### src/rtl/stack_pkg.sv
// stack_pkg: command encodings, ALU function codes and FSM states for the stack unit.
package stack_pkg;
    typedef enum logic [2:0] {
        CMD_PUSH = 3'd0,
        CMD_POP  = 3'd1,
        CMD_ADD  = 3'd2,
        CMD_SUB  = 3'd3,
        CMD_INC  = 3'd4,
        CMD_DEC  = 3'd5,
        CMD_DIV  = 3'd6,
        CMD_NOP  = 3'd7
    } cmd_e;

    localparam logic [2:0] ALU_ADD  = 3'd0;
    localparam logic [2:0] ALU_SUB  = 3'd1;
    localparam logic [2:0] ALU_INCX = 3'd2;
    localparam logic [2:0] ALU_DECX = 3'd3;
    localparam logic [2:0] ALU_INCY = 3'd4;
    localparam logic [2:0] ALU_DECY = 3'd5;
    localparam logic [2:0] ALU_DIV  = 3'd6;

    typedef enum logic {IDLE, EXEC} state_e;

    function automatic logic [2:0] alpha_of(input cmd_e c);
        return c == CMD_SUB ? ALU_SUB :
               c == CMD_DIV ? ALU_DIV :
               c == CMD_INC ? ALU_INCY :
               c == CMD_DEC ? ALU_DECY : ALU_ADD;
    endfunction
endpackage

### src/rtl/stack_regfile.sv
// stack_regfile: operand stack storage with depth pointer; push, pop, replace-TOS and
// pop-two-push-one are mutually exclusive single-edge operations.
module stack_regfile #(
    parameter int N     = 32,
    parameter int DEPTH = 8
) (
    input  logic                     clk_i,
    input  logic                     rst_i,
    input  logic                     push_i,
    input  logic                     pop_i,
    input  logic                     replace_i,
    input  logic                     pop2push_i,
    input  logic [N-1:0]             wdata_i,
    output logic [N-1:0]             tos_o,
    output logic [N-1:0]             nos_o,
    output logic [$clog2(DEPTH):0]   depth_o
);
    localparam int AW = $clog2(DEPTH);
    localparam logic [AW:0] ONE = (AW+1)'(1);
    localparam logic [AW:0] TWO = (AW+1)'(2);

    logic [N-1:0]  mem_q [DEPTH];
    logic [AW:0]   depth_q, depth_d;
    logic [AW-1:0] widx, tidx, nidx;

    always_comb begin
        tidx    = AW'(depth_q - ONE);
        nidx    = AW'(depth_q - TWO);
        depth_d = push_i ? depth_q + ONE : (pop_i || pop2push_i) ? depth_q - ONE : depth_q;
        widx    = push_i ? AW'(depth_q) : pop2push_i ? nidx : tidx;
    end

    always_ff @(posedge clk_i)
        if (push_i || replace_i || pop2push_i)
            mem_q[widx] <= wdata_i;

    always_ff @(posedge clk_i or posedge rst_i)
        if (rst_i)
            depth_q <= '0;
        else
            depth_q <= depth_d;

    assign tos_o   = depth_q == '0 ? '0 : mem_q[tidx];
    assign nos_o   = depth_q < TWO ? '0 : mem_q[nidx];
    assign depth_o = depth_q;
endmodule

### src/rtl/stack_control_unit.sv
// stack_control_unit: command sequencer for the operand stack; drives a downstream
// combinational ALU and writes its result back after ALU_WAIT cycles.
module stack_control_unit
    import stack_pkg::*;
#(
    parameter int N        = 32,
    parameter int DEPTH    = 8,
    parameter int ALU_WAIT = 2
) (
    input  logic                   clk_i,
    input  logic                   rst_i,
    input  logic                   cmd_valid_i,
    output logic                   cmd_ready_o,
    input  logic [2:0]             cmd_op_i,
    input  logic [N-1:0]           cmd_data_i,
    output logic [N-1:0]           alu_x_o,
    output logic [N-1:0]           alu_y_o,
    output logic [2:0]             alu_alpha_o,
    input  logic [N-1:0]           alu_z_i,
    input  logic                   alu_segno_i,
    output logic [N-1:0]           tos_o,
    output logic [$clog2(DEPTH):0] depth_o,
    output logic                   empty_o,
    output logic                   full_o,
    output logic                   segno_o,
    output logic                   done_o,
    output logic                   err_o
);
    localparam int DW = $clog2(DEPTH) + 1;
    localparam int CW = $clog2(ALU_WAIT + 1);

    state_e        state_q;
    logic [CW-1:0] cnt_q;
    logic [N-1:0]  alu_x_q, alu_y_q, nos;
    logic [2:0]    alu_alpha_q;
    logic          segno_q, done_q, err_q;
    cmd_e          op;
    logic          is_alu, is_bin, bad, accept, go, wb, unary_wb;
    logic          push, pop, replace, pop2push;

    always_comb begin
        op       = cmd_e'(cmd_op_i);
        is_bin   = op inside {CMD_ADD, CMD_SUB, CMD_DIV};
        is_alu   = is_bin || op inside {CMD_INC, CMD_DEC};
        bad      = (op == CMD_PUSH && full_o) || (op == CMD_POP && empty_o) ||
                   (is_bin && depth_o < DW'(2)) || (op == CMD_DIV && tos_o == '0) ||
                   (is_alu && empty_o);
        accept   = cmd_valid_i && cmd_ready_o;
        go       = accept && !bad;
        wb       = state_q == EXEC && cnt_q == '0;
        unary_wb = alu_alpha_q inside {ALU_INCY, ALU_DECY};
        push     = go && op == CMD_PUSH;
        pop      = go && op == CMD_POP;
        replace  = wb && unary_wb;
        pop2push = wb && !unary_wb;
    end

    stack_regfile #(.N(N), .DEPTH(DEPTH)) u_regfile (
        .clk_i      (clk_i),
        .rst_i      (rst_i),
        .push_i     (push),
        .pop_i      (pop),
        .replace_i  (replace),
        .pop2push_i (pop2push),
        .wdata_i    (push ? cmd_data_i : alu_z_i),
        .tos_o      (tos_o),
        .nos_o      (nos),
        .depth_o    (depth_o)
    );

    always_ff @(posedge clk_i or posedge rst_i) begin
        if (rst_i) begin
            state_q     <= IDLE;
            cnt_q       <= '0;
            alu_x_q     <= '0;
            alu_y_q     <= '0;
            alu_alpha_q <= ALU_ADD;
            segno_q     <= 1'b0;
            done_q      <= 1'b0;
            err_q       <= 1'b0;
        end else begin
            done_q <= wb || (go && !is_alu);
            err_q  <= accept && bad;
            if (state_q == IDLE) begin
                if (go && is_alu) begin
                    alu_x_q     <= nos;
                    alu_y_q     <= tos_o;
                    alu_alpha_q <= alpha_of(op);
                    cnt_q       <= CW'(ALU_WAIT - 1);
                    state_q     <= EXEC;
                end
            end else begin
                cnt_q <= cnt_q - CW'(1);
                if (wb) begin
                    segno_q <= alu_segno_i;
                    state_q <= IDLE;
                end
            end
        end
    end

    assign cmd_ready_o = state_q == IDLE;
    assign alu_x_o     = alu_x_q;
    assign alu_y_o     = alu_y_q;
    assign alu_alpha_o = alu_alpha_q;
    assign empty_o     = depth_o == '0;
    assign full_o      = depth_o == DW'(DEPTH);
    assign segno_o     = segno_q;
    assign done_o      = done_q;
    assign err_o       = err_q;
endmodule

### config.mk
export PLATFORM = sky130hd
export DESIGN_NAME = stack_control_unit
export DESIGN_NICKNAME = d
export VERILOG_FILES = /design/src/rtl/stack_pkg.sv /design/src/rtl/stack_regfile.sv /design/src/rtl/stack_control_unit.sv
export SDC_FILE = /design/constraint.sdc
export NUM_CORES = 1
export LEC_CHECK = 0
export BUFFER_PORTS_ARGS = -buffer_cell sky130_fd_sc_hd__buf_2
export CAP_MARGIN = 20
export CORE_UTILIZATION = 48
export DETAILED_ROUTE_END_ITERATION = 16
export GPL_ROUTABILITY_DRIVEN = 0
export PLACE_DENSITY_LB_ADDON = 0.2
export SLEW_MARGIN = 10
export SYNTH_ARGS = -nofsm -noshare
export SYNTH_HDL_FRONTEND = slang
export SYNTH_SLANG_ARGS = --single-unit
### constraint.sdc
create_clock -name clk_i -period 5.45 [get_ports clk_i]
set_input_delay 0.2725 -clock clk_i [delete_from_list [all_inputs] [get_ports clk_i]]
set_output_delay 0.2725 -clock clk_i [all_outputs]
set_load 0.005 [all_outputs]
# [Yosys cells after proc, flatten, opt, wreduce, memory -nomap -nowiden]
# Memory sizes are Yosys's and may differ from the RTL's.
# Index checks and enable logic that the tools add are counted.
# Widths: inputs -> output; s select.
[word_totals] ff_bits=77 ram_bits=256 in_bits=71 wordCells=81 memories=1
[mem_list] name="u_regfile.mem_q" depth=8 word_bits=32 rd=2 rd_clocked_by_memory_dff=0 wr=1 line="stack_regfile.sv:22" text="logic [N-1:0] mem_q [DEPTH];"
[classes] n_addsub=4 n_lt_le_gt_ge=1 eq_ne=9 n_mux=18 bitwise_logic=1 n_reduce_logical=38
[ops] op="$mux 32" count=3
[ops] op="$logic_not 32->1" count=1
[ops] op="$mux 3" count=6
[ops] op="$eq 3x3->1 const B" count=5
[ops] op="$logic_and 1x1->1" count=15
[ops] op="$logic_or 1x1->1" count=9
[ops] op="$mux 4" count=2
[ops] op="$reduce_bool 2->1" count=4
[ops] op="$eq 3x2->1 const B" count=2
[ops] op="$mux 1" count=5
[ops] op="$add 4x1->4 const B" count=1
[ops] op="$eq 4x4->1 const B" count=1
[ops] op="$logic_not 4->1" count=1
[ops] op="$lt 4x2->1 const B" count=1
[ops] op="$mux 2" count=2
[ops] op="$reduce_and 2->1" count=2
[ops] op="$sub 4x1->4 const B" count=1
[ops] op="$eq 3x1->1 const B" count=1
[ops] op="$logic_not 1->1" count=3
[ops] op="$logic_not 3->1" count=1
[ops] op="$reduce_bool 3->1" count=1
[ops] op="$sub 3x2->3 const B" count=1
[ops] op="$logic_not 2->1" count=1
[ops] op="$sub 2x1->2 const B" count=1
[ops] op="$not 1->1" count=1

# [Longest topological paths before layout]
# Gate-level depths: netlist (run 1).
# An unclocked memory read counts as a cell.
[logic_depth] ltp_word=14 ltp_mapped=17 ltp_nobuf=9

# [Hierarchy]
# From an unflattened synthesis (run 1), not the netlist that was laid out.
[unflattened] hier_cells=902 area_unflattened_um2=15791.4
[modules_own_cells] module="stack_regfile" n_inst=1 cells_each=650 area_each_um2=12265.5 seq_area_each_um2=7787.5
[modules_own_cells] module="stack_control_unit" n_inst=1 cells_each=252 area_each_um2=3525.9 seq_area_each_um2=1826.8

# [Worst setup path after synthesis (run 1)]
# OpenSTA, ideal clock, no wires.
[synth_timing] path_type="register -> register" from="register u_regfile.depth_q[0], in the netlist u_regfile.depth_o[0]" to="memory u_regfile.mem_q[0][0], enable pin" setup_time_ns=0.461 t_arrival_ns=5.540 t_required_ns=4.989 setup_slack_ns=-0.552 stages_incl_launch_ff=15 n_path_buf=5 synth_period_minus_slack_ns=6.002 cell_sequence="dfrtp_1 -> buf_4 -> buf_2 -> buf_2 -> buf_1 -> inv_1 -> ha_1 -> clkbuf_1 -> nor2b_1 -> a21oi_1 -> a211o_1 -> nor4b_2 -> a211oi_1 -> a31o_2 -> nor3_1"
[synth_via] elab_chain_len=14 word_cells_on_any_way=26 classes_between="2 x add/sub; 1 x order compare; 1 x eq/ne; 5 x mux; 16 x reduce/logical; 1 x memory"
[synth_rtl] item="from (decl)" line="stack_regfile.sv:23" text="logic [AW:0] depth_q, depth_d;"
[synth_rtl] item="from (signal assigned)" line="stack_regfile.sv:41" text="depth_q <= depth_d;"
[synth_rtl] item="$sub 4x1->4"
[synth_rtl] item="$mem_v2 8x32"
[synth_rtl] item="$mux 32" line="stack_regfile.sv:43" text="assign tos_o = depth_q == '0 ? '0 : mem_q[tidx];"
[synth_rtl] item="$logic_not 32->1" line="stack_control_unit.sv:46" text="(is_bin && depth_o < DW'(2)) || (op == CMD_DIV && tos_o == '0) ||"
[synth_rtl] item="$logic_and 1x1->1" line="stack_control_unit.sv:46"
[synth_rtl] item="$logic_or 1x1->1 (2 in a row)" line="stack_control_unit.sv:46"
[synth_rtl] item="$logic_not 1->1" line="stack_control_unit.sv:49" text="go = accept && !bad;"
[synth_rtl] item="$logic_and 1x1->1" line="stack_control_unit.sv:49"
[synth_rtl] item="$logic_and 1x1->1" line="stack_control_unit.sv:52" text="push = go && op == CMD_PUSH;"
[synth_rtl] item="$logic_or 1x1->1 (2 in a row)" line="stack_regfile.sv:34" text="if (push_i || replace_i || pop2push_i)"
[synth_rtl] item="$mux 1" line="stack_regfile.sv:34"
[synth_rtl] item="$mux 1 (not written as such)" line="stack_regfile.sv:35" text="mem_q[widx] <= wdata_i;"
[synth_rtl] item="to (decl)" line="stack_regfile.sv:22"
# Several ways; a longest one is shown, not always the timed one.

# [Worst setup path in the final report (run 1)]
[layout_timing] from="register u_regfile.depth_q[0], in the netlist u_regfile.depth_o[0]" to="register alu_x_q[23], in the netlist alu_x_o[23]"
[layout_via] elab_chain_len=11 word_cells_on_any_way=22 classes_between="2 x add/sub; 1 x order compare; 1 x eq/ne; 2 x mux; 15 x reduce/logical; 1 x memory"
[layout_rtl] item="$sub 4x1->4"
[layout_rtl] item="$mem_v2 8x32"
[layout_rtl] item="$mux 32" line="stack_regfile.sv:43"
[layout_rtl] item="$logic_not 32->1" line="stack_control_unit.sv:46"
[layout_rtl] item="$logic_and 1x1->1" line="stack_control_unit.sv:46"
[layout_rtl] item="$logic_or 1x1->1 (2 in a row)" line="stack_control_unit.sv:46"
[layout_rtl] item="$logic_not 1->1" line="stack_control_unit.sv:49"
[layout_rtl] item="$logic_and 1x1->1" line="stack_control_unit.sv:49"
[layout_rtl] item="$logic_and 1x1->1" line="stack_control_unit.sv:85" text="if (go && is_alu) begin"
[layout_rtl] item="$reduce_and 2->1 (no line)"
[layout_rtl] item="to (signal assigned)" line="stack_control_unit.sv:86" text="alu_x_q <= nos;"
[layout_rtl] item="to (decl)" line="stack_control_unit.sv:34" text="logic [N-1:0] alu_x_q, alu_y_q, nos;"
# Several ways; a longest one is shown, not always the timed one.
# A chain may end at the register's enable or synchronous reset.

==> results of run 1 <==
==> per-stage QoR <==
step | cells | TNS, ns | power [uW] | setup WS (ns) | util
after floorplan | 920 | -70.62 | 7890 | -0.552 | -
after global placement | 1468 | 0 | 10200 | 1.13 | 0.538
after detailed placement | 1468 | 0 | 10300 | 1.07 | 0.538
after CTS | 1537 | 0 | 12700 | 1.02 | 0.577
after global routing | 1537 | 0 | 13300 | 0.823 | 0.577
final | 1537 | 0 | 12700 | 1.00 | 0.577
==> cell usage in the layout, fill, tap and decap left out, drive strengths merged, types with 8 or more instances in the layout <==
| master | synthesis | final |
|---|---|---|
| mux2 | 65 | 65 |
| inv | 12 | 13 |
| a22o | 28 | 28 |
| clkbuf | 32 | 45 |
| nor4 | 8 | 8 |
| nand2 | 117 | 117 |
| a21oi | 10 | 10 |
| nor2 | 46 | 46 |
| clkinv | 0 | 12 |
| buf | 31 | 209 |
| edfxtp | 256 | 256 |
| nor3 | 13 | 13 |
| mux2i | 34 | 34 |
| mux4 | 128 | 128 |
| o21ai | 8 | 8 |
| dfrtp | 77 | 77 |
==> area by class of cell <==
class	count	area, um^2
well taps	402	503
clock buffers	45	1020
repair buffers	211	1240
multi-input cells	512	5580
flip-flops and latches	333	9620
fillers	2448	13300
clock inverters	22	203
inverters	12	46.3
==> sequential cells by signal (all words and copies together) (netlist names) <==
register	count
alu_alpha_o	3
alu_x_o	32
alu_y_o	32
cnt_q	2
done_o	1
err_o	1
segno_o	1
state_q	1
u_regfile.depth_o	4
u_regfile.mem_q	256
==> power by group through the flow <==
stage / Sequential [uW] / Combinational [uW] / Clock [uW]
detailed placement: 4070 / 6180 / 0
finish: 4030 / 6140 / 2490
CTS: 4030 / 6200 / 2520
global route: 4110 / 6550 / 2630
floorplan: 3990 / 3900 / 0
global placement: 4040 / 6160 / 0
==> Yosys cell counts (all sizes together) (4+ instances only) <==
| cell type | n | share of area |
|---|---|---|
| a21oi | 10 | 0.0032 |
| a221oi | 4 | 0.0023 |
| a22o | 28 | 0.016 |
| a31oi | 6 | 0.0024 |
| buf | 31 | 0.011 |
| clkbuf | 32 | 0.0078 |
| dfrtp | 77 | 0.12 |
| edfxtp | 256 | 0.50 |
| ha | 6 | 0.0049 |
| inv | 12 | 0.0029 |
| mux2 | 65 | 0.047 |
| mux2i | 34 | 0.022 |
| mux4 | 128 | 0.19 |
| nand2 | 117 | 0.028 |
| nand3 | 4 | 0.0013 |
| nor2 | 46 | 0.011 |
| nor3 | 13 | 0.0042 |
| nor4 | 8 | 0.0032 |
| o21ai | 8 | 0.0026 |
| xnor2 | 6 | 0.0034 |
==> critical path: cells and delay by family (launching register included) <==
kind | cells | cell delay [ns]
AO/OA/AOI/OAI | 3 | 1.16
adder cells (fa/ha/maj) | 1 | 0.37
buffers and inverters | 3 | 0.61
flip-flops | 1 | 0.57
multiplexers | 2 | 0.74
AND/OR/NAND/NOR | 2 | 0.81
==> worst min path at each step <==
stage	from	to	cells past startpoint
final	cmd_op_i[0]	alu_alpha_o[1]$_DFFE_PP0P_	2
after global routing	cmd_op_i[0]	alu_alpha_o[1]$_DFFE_PP0P_	2
after CTS	cmd_op_i[0]	alu_alpha_o[1]$_DFFE_PP0P_	2
after detailed placement	rst_i	alu_x_o[15]$_DFFE_PP0P_	2
after global placement	rst_i	alu_x_o[15]$_DFFE_PP0P_	2
after floorplan	alu_segno_i	segno_o$_DFFE_PP0P_	1
==> layer usage <==
metal	GRT usage	wire length (um)	vias to the layer above
li1	-	-	4051
met1	0.343	16400	4951
met2	0.388	19000	407
met3	0.0335	2570	52
met4	0.0566	701	0
met5	0	0	-
==> cell families after synthesis <==
kind of cell,count (synthesis)
AOI/OAI and AO/OA,70
xor gates and xnor gates,6
and+or+nand+nor,203
DFF,333
buffers and inverters,75
muxes,227
adders and majority gates,6
==> what timing repair did <==
| item | CTS | global route |
|---|---|---|
| hold buffers | 2 | 0 |
| setup buffers | 0 | 0 |
| setup endpoints to repair | 0 | 0 |
| hold endpoints to repair | 32 | 0 |
==> PnR_summary.wiki, run 1 <==
{| class="wikitable"
! Metric !! Value
|-
| First-pass GRT wire length || 58100 um
|-
| DR pass1 iterations || 5
|-
| Unique cell type count in the Yosys netlist || 46
|-
| Slew at the pin closest to its max-slew limit || 1.09 ns
|-
| Number of remaining DRC errors || 0
|-
| Clock skew || 0.0271 ns
|-
| Worst-case register-to-register setup slack || between 1 and 1.5 ns
|-
| Global router's overall resource usage || 0.239
|-
| Number of buffers inserted by port buffering || 179
|-
| Netlist area before placement || 15400 um^2
|-
| Worst min path class || input port to register
|-
| Count of endpoints failing hold in the final timing report || 0
|-
| Clock insertion delay at the later pin of the skew report || between 0.5 and 0.6 ns
|-
| Critical Setup Path Class || register to register
|-
| CTS Sinks || between 300 and 400
|-
| Full die area || around 33000 um^2
|-
| Termination of the worst setup path || alu_x_o[23]$_DFFE_PP0P_
|-
| Final-report max-slew violation count || 0
|-
| Diode count || 0
|-
| Share of power burned in registers || 0.318
|-
| Status || finished, final reports clean
|-
| Critical Path Sink Type || register
|-
| Count of mapped cells out of synthesis || 920
|-
| Number of clock buffers inserted by TritonCTS || 37
|-
| Reported net switching power || 4780 uW
|-
| Layout net count || about 1.2k
|-
| Simple logic cell fraction of the synthesized area || 0.0557
|-
| Share of layout cells above drive strength 1 || 0.401
|-
| Signed area change from the synthesized netlist to the final layout || 18.0%
|-
| Post-layout minimum cycle time || 4.45 ns
|-
| Antenna violations before repair || 0
|-
| Final global-route overflow total || 0
|-
| Routed WL per cell || 25.1 um
|-
| Quantity of gates resized following cts || 0
|-
| R2R Path End || alu_x_o[23]$_DFFE_PP0P_
|-
| Final instance area || 18200 um^2
|-
| Main combinational cell family by area after synthesis || multiplexers
|-
| Portion of netlist area occupied by mux cells || 0.256
|-
| Maximum clock frequency || about 220 MHz
|-
| Cell mode on critical path || sky130_fd_sc_hd__buf_12
|-
| Initial Util || 0.489
|-
| Buffer type at the clock tree root || sky130_fd_sc_hd__clkbuf_16
|-
| Max stage delay cell, worst path || sky130_fd_sc_hd__dfrtp_4
|-
| Starting DRC count in detailed routing || a little over 800
|-
| Start point of the critical path || u_regfile.depth_o[0]$_DFFE_PP0P_
|-
| Via count of the routed design || 9461
|-
| Number of flops mapped to enable cells by yosys || ~260
|-
| Flip-flop cell with the highest count after synthesis || sky130_fd_sc_hd__edfxtp_1
|-
| Net switching fraction of the power || 0.378
|-
| Maximum vdd drop || roughly 0.00045 V
|-
| Part of the power in the clock network || 0.196
|-
| CTS tree || done
|-
| # Max-Cap Violations || 0
|-
| Portion of the post-synthesis area used by sequential elements || 0.623
|-
| CP Data Arrival Time || 4.84 ns
|-
| Critical path data required time || slightly below 6 ns
|-
| Unrepaired setup endpoints after global routing || no
|-
| Final-report setup violation count || 0
|-
| Post-detailed-placement half-perimeter wirelength || 25300 um
|-
| Leakage dissipation || 0.00685 uW
|-
| Die span in x || 181 um
|-
| Power density over the cells || 695 nW/um^2
|-
| Part of the power in combinational logic || 0.485
|-
| Clock transition at the registers of the reported paths || approximately 0.06 ns
|-
| Std-Cell Core Area || 31600 um^2
|-
| Number of cell rows || 65
|-
| Maximum number of pins on one net before global-route repair || 72
|-
| Avg Cell Area, Syn || about 17 um^2
|-
| Worst relative slew slack || 0.276
|-
| Share of the clock period used by the worst path after layout || 0.816
|-
| Worst path cell trace || inv_1 > ha_2 > buf_12 > mux4_2 > nor4_1 > a41oi_1 > a2111oi_0 > nand4_1 > o2111ai_4 > buf_12 > mux2_2
|-
| Async set or reset register ratio after synthesis || 0.231
|-
| Number of warning messages in the yosys log || 0
|-
| Die Height || roughly 180 um
|-
| DR vias/cell || slightly above 6
|-
| Adder and majority cell fraction of the synthesized area || 0.00487
|-
| Max Root-Sink Buffers || 3
|-
| XOR/XNOR Fraction of Synth Area || 0.00341
|-
| Number of levels the H-tree was split into || 2
|-
| Antenna Violating Nets Remaining || 0
|-
| Largest fanout of any net on the critical path || 38
|-
| Cell count of the worst reg-to-reg path || 11
|-
| Worst Hold Margin || ~0.11 ns
|-
| Synthesized-area fraction occupied by ao, oa, aoi and oai cells || 0.0346
|-
| Vias in the first global route || 9415
|-
| Startpoint kind of the worst setup timing path || register
|-
| CP peak stage delay || 0.57 ns
|-
| Mapped Nets || 997
|-
| Power Internal || 7880 uW
|-
| Placed cell area || approximately 17000 um^2
|-
| Total length of routed wires || slightly below 40000 um
|-
| Seq cells post-synth || 333
|-
| Number of top-level design ports || 180
|-
| Reg2reg start || u_regfile.depth_o[0]$_DFFE_PP0P_
|}
Power figures use the tool's default switching activity.
==> run 2: changes to the inputs <==
==> constraint.sdc (replaced) <==
create_clock -name clk_i -period 4.22 [get_ports clk_i]
set_input_delay 0.211 -clock clk_i [delete_from_list [all_inputs] [get_ports clk_i]]
set_output_delay 0.211 -clock clk_i [all_outputs]
set_load 0.005 [all_outputs]
==> run 2 against run 1 <==
First-iteration DRC count is 0.60% lower; clock power is 42% higher; sequential share of layout area is 0.58 points lower; utilization is 0.64 points higher; clock-buffer cell count is 1 higher; combinational power is 32% higher; power is 33% higher; fmax is 12% higher; critical path type unchanged.
==> PnR_summary.wiki, run 2 (same netlist as run 1, synthesis figures left out) <==
{| class="wikitable"
! Metric !! Value
|-
| Share of the clock period used by the worst path after layout || 0.937 (was 0.816)
|-
| Worst-case register-to-register setup slack || 0.26 ns (was 1.00 ns)
|-
| Leakage dissipation || 0.00697 uW (was 0.00685 uW)
|-
| Routed WL per cell || 25.2 um (was 25.1 um)
|-
| Final global-route overflow total || 0 (unchanged)
|-
| Total length of routed wires || 38900 um (was 38700 um)
|-
| Hold worst-path end || alu_alpha_o[1]$_DFFE_PP0P_ (unchanged)
|-
| Max stage delay cell, worst path || sky130_fd_sc_hd__dfrtp_4 (unchanged)
|-
| Share of layout cells above drive strength 1 || 0.409 (was 0.401)
|-
| Count of endpoints failing hold in the final timing report || 0 (unchanged)
|-
| Antenna violations before repair || 1 (was 0)
|-
| CP Data Arrival Time || 4.36 ns (was 4.84 ns)
|-
| Worst min path class || input port to register (unchanged)
|-
| Worst path cell trace || inv_1 > ha_2 > buf_12 > mux4_2 > nor4_2 > a41oi_1 > a2111oi_1 > nand4_1 > o2111ai_4 > buf_12 > mux2_2 (was inv_1 > ha_2 > buf_12 > mux4_2 > nor4_1 > a41oi_1 > a2111oi_0 > nand4_1 > o2111ai_4 > buf_12 > mux2_2)
|-
| R2R Path End || alu_x_o[16]$_DFFE_PP0P_ (was alu_x_o[23]$_DFFE_PP0P_)
|-
| Initial Util || 0.489 (unchanged)
|-
| Number of cell rows || 65 (unchanged)
|-
| Die Height || 181 um (unchanged)
|-
| Max Root-Sink Buffers || 3 (unchanged)
|-
| Number of buffers inserted by port buffering || 179 (unchanged)
|-
| Clock transition at the registers of the reported paths || 0.06 ns (about the same)
|-
| Status || finished, final reports clean (unchanged)
|-
| Vias in the first global route || 9461 (was 9415)
|-
| Clock insertion delay at the later pin of the skew report || 0.52 ns (was 0.53 ns)
|-
| Worst relative slew slack || 0.262 (was 0.276)
|-
| DR vias/cell || 6.16 (about the same)
|-
| Number of remaining DRC errors || 0 (unchanged)
|-
| Post-Place Worst Slack || 0.217 ns (was 1.07 ns)
|-
| Cell depth of the worst hold path || 2 (unchanged)
|-
| First-pass GRT wire length || 59200 um (was 58100 um)
|-
| Final-report max-slew violation count || 0 (unchanged)
|-
| Critical Path Sink Type || register (unchanged)
|-
| Full die area || 32900 um^2 (unchanged)
|-
| Most common cell after layout, fill and taps aside || sky130_fd_sc_hd__edfxtp_1 (unchanged)
|-
| Power density over the cells || 912 nW/um^2 (was 695 nW/um^2)
|-
| Post-detailed-placement half-perimeter wirelength || 25100 um (was 25300 um)
|-
| Number of clock buffers inserted by TritonCTS || 36 (was 37)
|-
| Most frequent cells in the layout || sky130_fd_sc_hd__edfxtp_1 (256), sky130_fd_sc_hd__buf_2 (179), sky130_fd_sc_hd__mux4_2 (128) (unchanged)
|-
| Register ranked first by flip-flop count || u_regfile.mem_q (unchanged)
|-
| CTS Sinks || 333 (unchanged)
|-
| # Max-Cap Violations || 0 (unchanged)
|-
| Number of top-level design ports || 180 (unchanged)
|-
| Start point of the worst min-delay path || cmd_op_i[0] (unchanged)
|-
| Reg2reg start || u_regfile.depth_o[0]$_DFFE_PP0P_ (unchanged)
|-
| Signed area change from the synthesized netlist to the final layout || 19.4% (was 18.0%)
|-
| Register Area || 9620 um^2 (unchanged)
|-
| CTS tree || done (unchanged)
|-
| Buffer type at the clock tree root || sky130_fd_sc_hd__clkbuf_16 (unchanged)
|-
| Global router's overall resource usage || 0.243 (was 0.239)
|-
| CP peak stage delay || 0.45 ns (was 0.57 ns)
|-
| Starting DRC count in detailed routing || 822 (was 827)
|-
| Critical path data required time || 4.62 ns (was 5.84 ns)
|-
| Cell count of the worst reg-to-reg path || 11 (unchanged)
|-
| Critical Setup Path Class || register to register (unchanged)
|-
| Number of flip-flops in the largest register || 256 (unchanged)
|-
| Cell mode on critical path || sky130_fd_sc_hd__buf_12 (unchanged)
|-
| Number of levels the H-tree was split into || 2 (unchanged)
|-
| Startpoint kind of the worst setup timing path || register (unchanged)
|-
| Final-report setup violation count || 0 (unchanged)
|-
| Worst path setup slack after routing || 0.264 ns (was 1.00 ns)
|-
| Area of the multi-input gates || 5620 um^2 (was 5580 um^2)
|-
| Largest fanout of any net on the critical path || 55 (was 38)
|-
| Layout Utilization || 0.583 (was 0.577)
|-
| Antenna Violating Nets Remaining || 0 (unchanged)
|-
| DR pass1 iterations || 6 (was 5)
|-
| Post-layout minimum cycle time || 3.96 ns (was 4.45 ns)
|-
| Unrepaired setup endpoints after global routing || no (unchanged)
|-
| Std-Cell Core Area || 31600 um^2 (unchanged)
|-
| Maximum number of pins on one net before global-route repair || 72 (unchanged)
|-
| Maximum vdd drop || 0.000589 V (was 0.000447 V)
|-
| Slew at the pin closest to its max-slew limit || 1.11 ns (was 1.09 ns)
|-
| Layout net count || 1189 (was 1184)
|-
| Number of inserted filler cells in the final layout || 2401 (was 2448)
|-
| Diode count || 0 (unchanged)
|-
| Clock skew || 0.0162 ns (was 0.0271 ns)
|-
| Total Neg Setup Slack || 0 ns (unchanged)
|-
| Maximum clock frequency || 253 MHz (was 225 MHz)
|-
| Via count of the routed design || 9498 (was 9461)
|-
| Die span in x || 181 um (unchanged)
|}
-- run 2: changes by cell type in the layout (fill, tap and decap cells not counted), sizes merged --
cell / before / now
clkbuf: 45 / 46
inv: 13 / 12
buf: 209 / 215
clkinv: 12 / 11
bufinv: 3 / 7
clkinvlp: 6 / 2
-- run 2: how the worst max path moves through the flow --
stage	endpoint	cells after the start	startpoint
after floorplan	u_regfile.mem_q[6][0]$_DFFE_PP_	14	u_regfile.depth_o[0]$_DFFE_PP0P_
after global placement	alu_x_o[23]$_DFFE_PP0P_	11	u_regfile.depth_o[0]$_DFFE_PP0P_
after detailed placement	alu_x_o[16]$_DFFE_PP0P_	11	u_regfile.depth_o[0]$_DFFE_PP0P_
after CTS	alu_x_o[24]$_DFFE_PP0P_	11	u_regfile.depth_o[0]$_DFFE_PP0P_
after global routing	alu_x_o[16]$_DFFE_PP0P_	11	u_regfile.depth_o[0]$_DFFE_PP0P_
final	alu_x_o[16]$_DFFE_PP0P_	11	u_regfile.depth_o[0]$_DFFE_PP0P_
-- run 2: power breakdown --
part | total, uW | internal, uW | leakage [uW] | switching [uW]
combinational | 8080 | 3600 | 0.00305 | 4480
sequential | 5160 | 4710 | 0.00325 | 456
clock | 3540 | 2220 | 0.000667 | 1320
total | 16800 | 10500 | 0.00697 | 6250
-- run 2: routing by layer --
| layer | up-vias | wire length, um | global-route usage | share of wire |
|---|---|---|---|---|
| li1 | 4067 | - | - | - |
| met1 | 4944 | 16600 | 0.346 | 0.43 |
| met2 | 428 | 18900 | 0.395 | 0.49 |
| met3 | 59 | 2560 | 0.0345 | 0.066 |
| met4 | 0 | 844 | 0.0661 | 0.022 |
| met5 | - | 0 | 0 | 0 |
-- run 2: repair_timing --
item | in CTS | in global routing
resized for setup | 0 | 3
setup buffers | 0 | 0
endpoints found under the hold margin | 33 | 0
endpoints found under the setup margin | 0 | 47
hold buffers | 2 | 0
-- run 2: final cells by class --
type | count | area share
Sequential cell | 333 | 0.522
Clock buffer | 46 | 0.0578
Timing Repair Buffer | 217 | 0.0687
Inverter | 12 | 0.00251
Clock inverter | 20 | 0.0162
Multi-Input combinational cell | 512 | 0.305
Tap cell | 402 | 0.0273
-- run 2: metrics by stage --
| step | hold slack [ns] | instances | instance area [um^2] | power (uW) |
|---|---|---|---|---|
| 2_1_floorplan | 0.361 | 920 | 15500 | 10300 |
| 3_3_place_gp | 0.332 | 1474 | 17000 | 13300 |
| 3_5_place_dp | 0.338 | 1474 | 17000 | 13300 |
| 4_1_cts | 0.0573 | 1542 | 18400 | 16900 |
| 5_1_grt | 0.0651 | 1542 | 18400 | 17600 |
| 6_report | 0.0633 | 1542 | 18400 | 16800 |
-- run 2: worst max-delay path: cells and delay by family (launching register included) --
family          cells  cell delay, ns
buf+inv             3            0.57
flops               1            0.45
simple gates        2            0.72
mux                 2            0.75
compound gates      3            0.84
fa+ha+maj           1            0.37
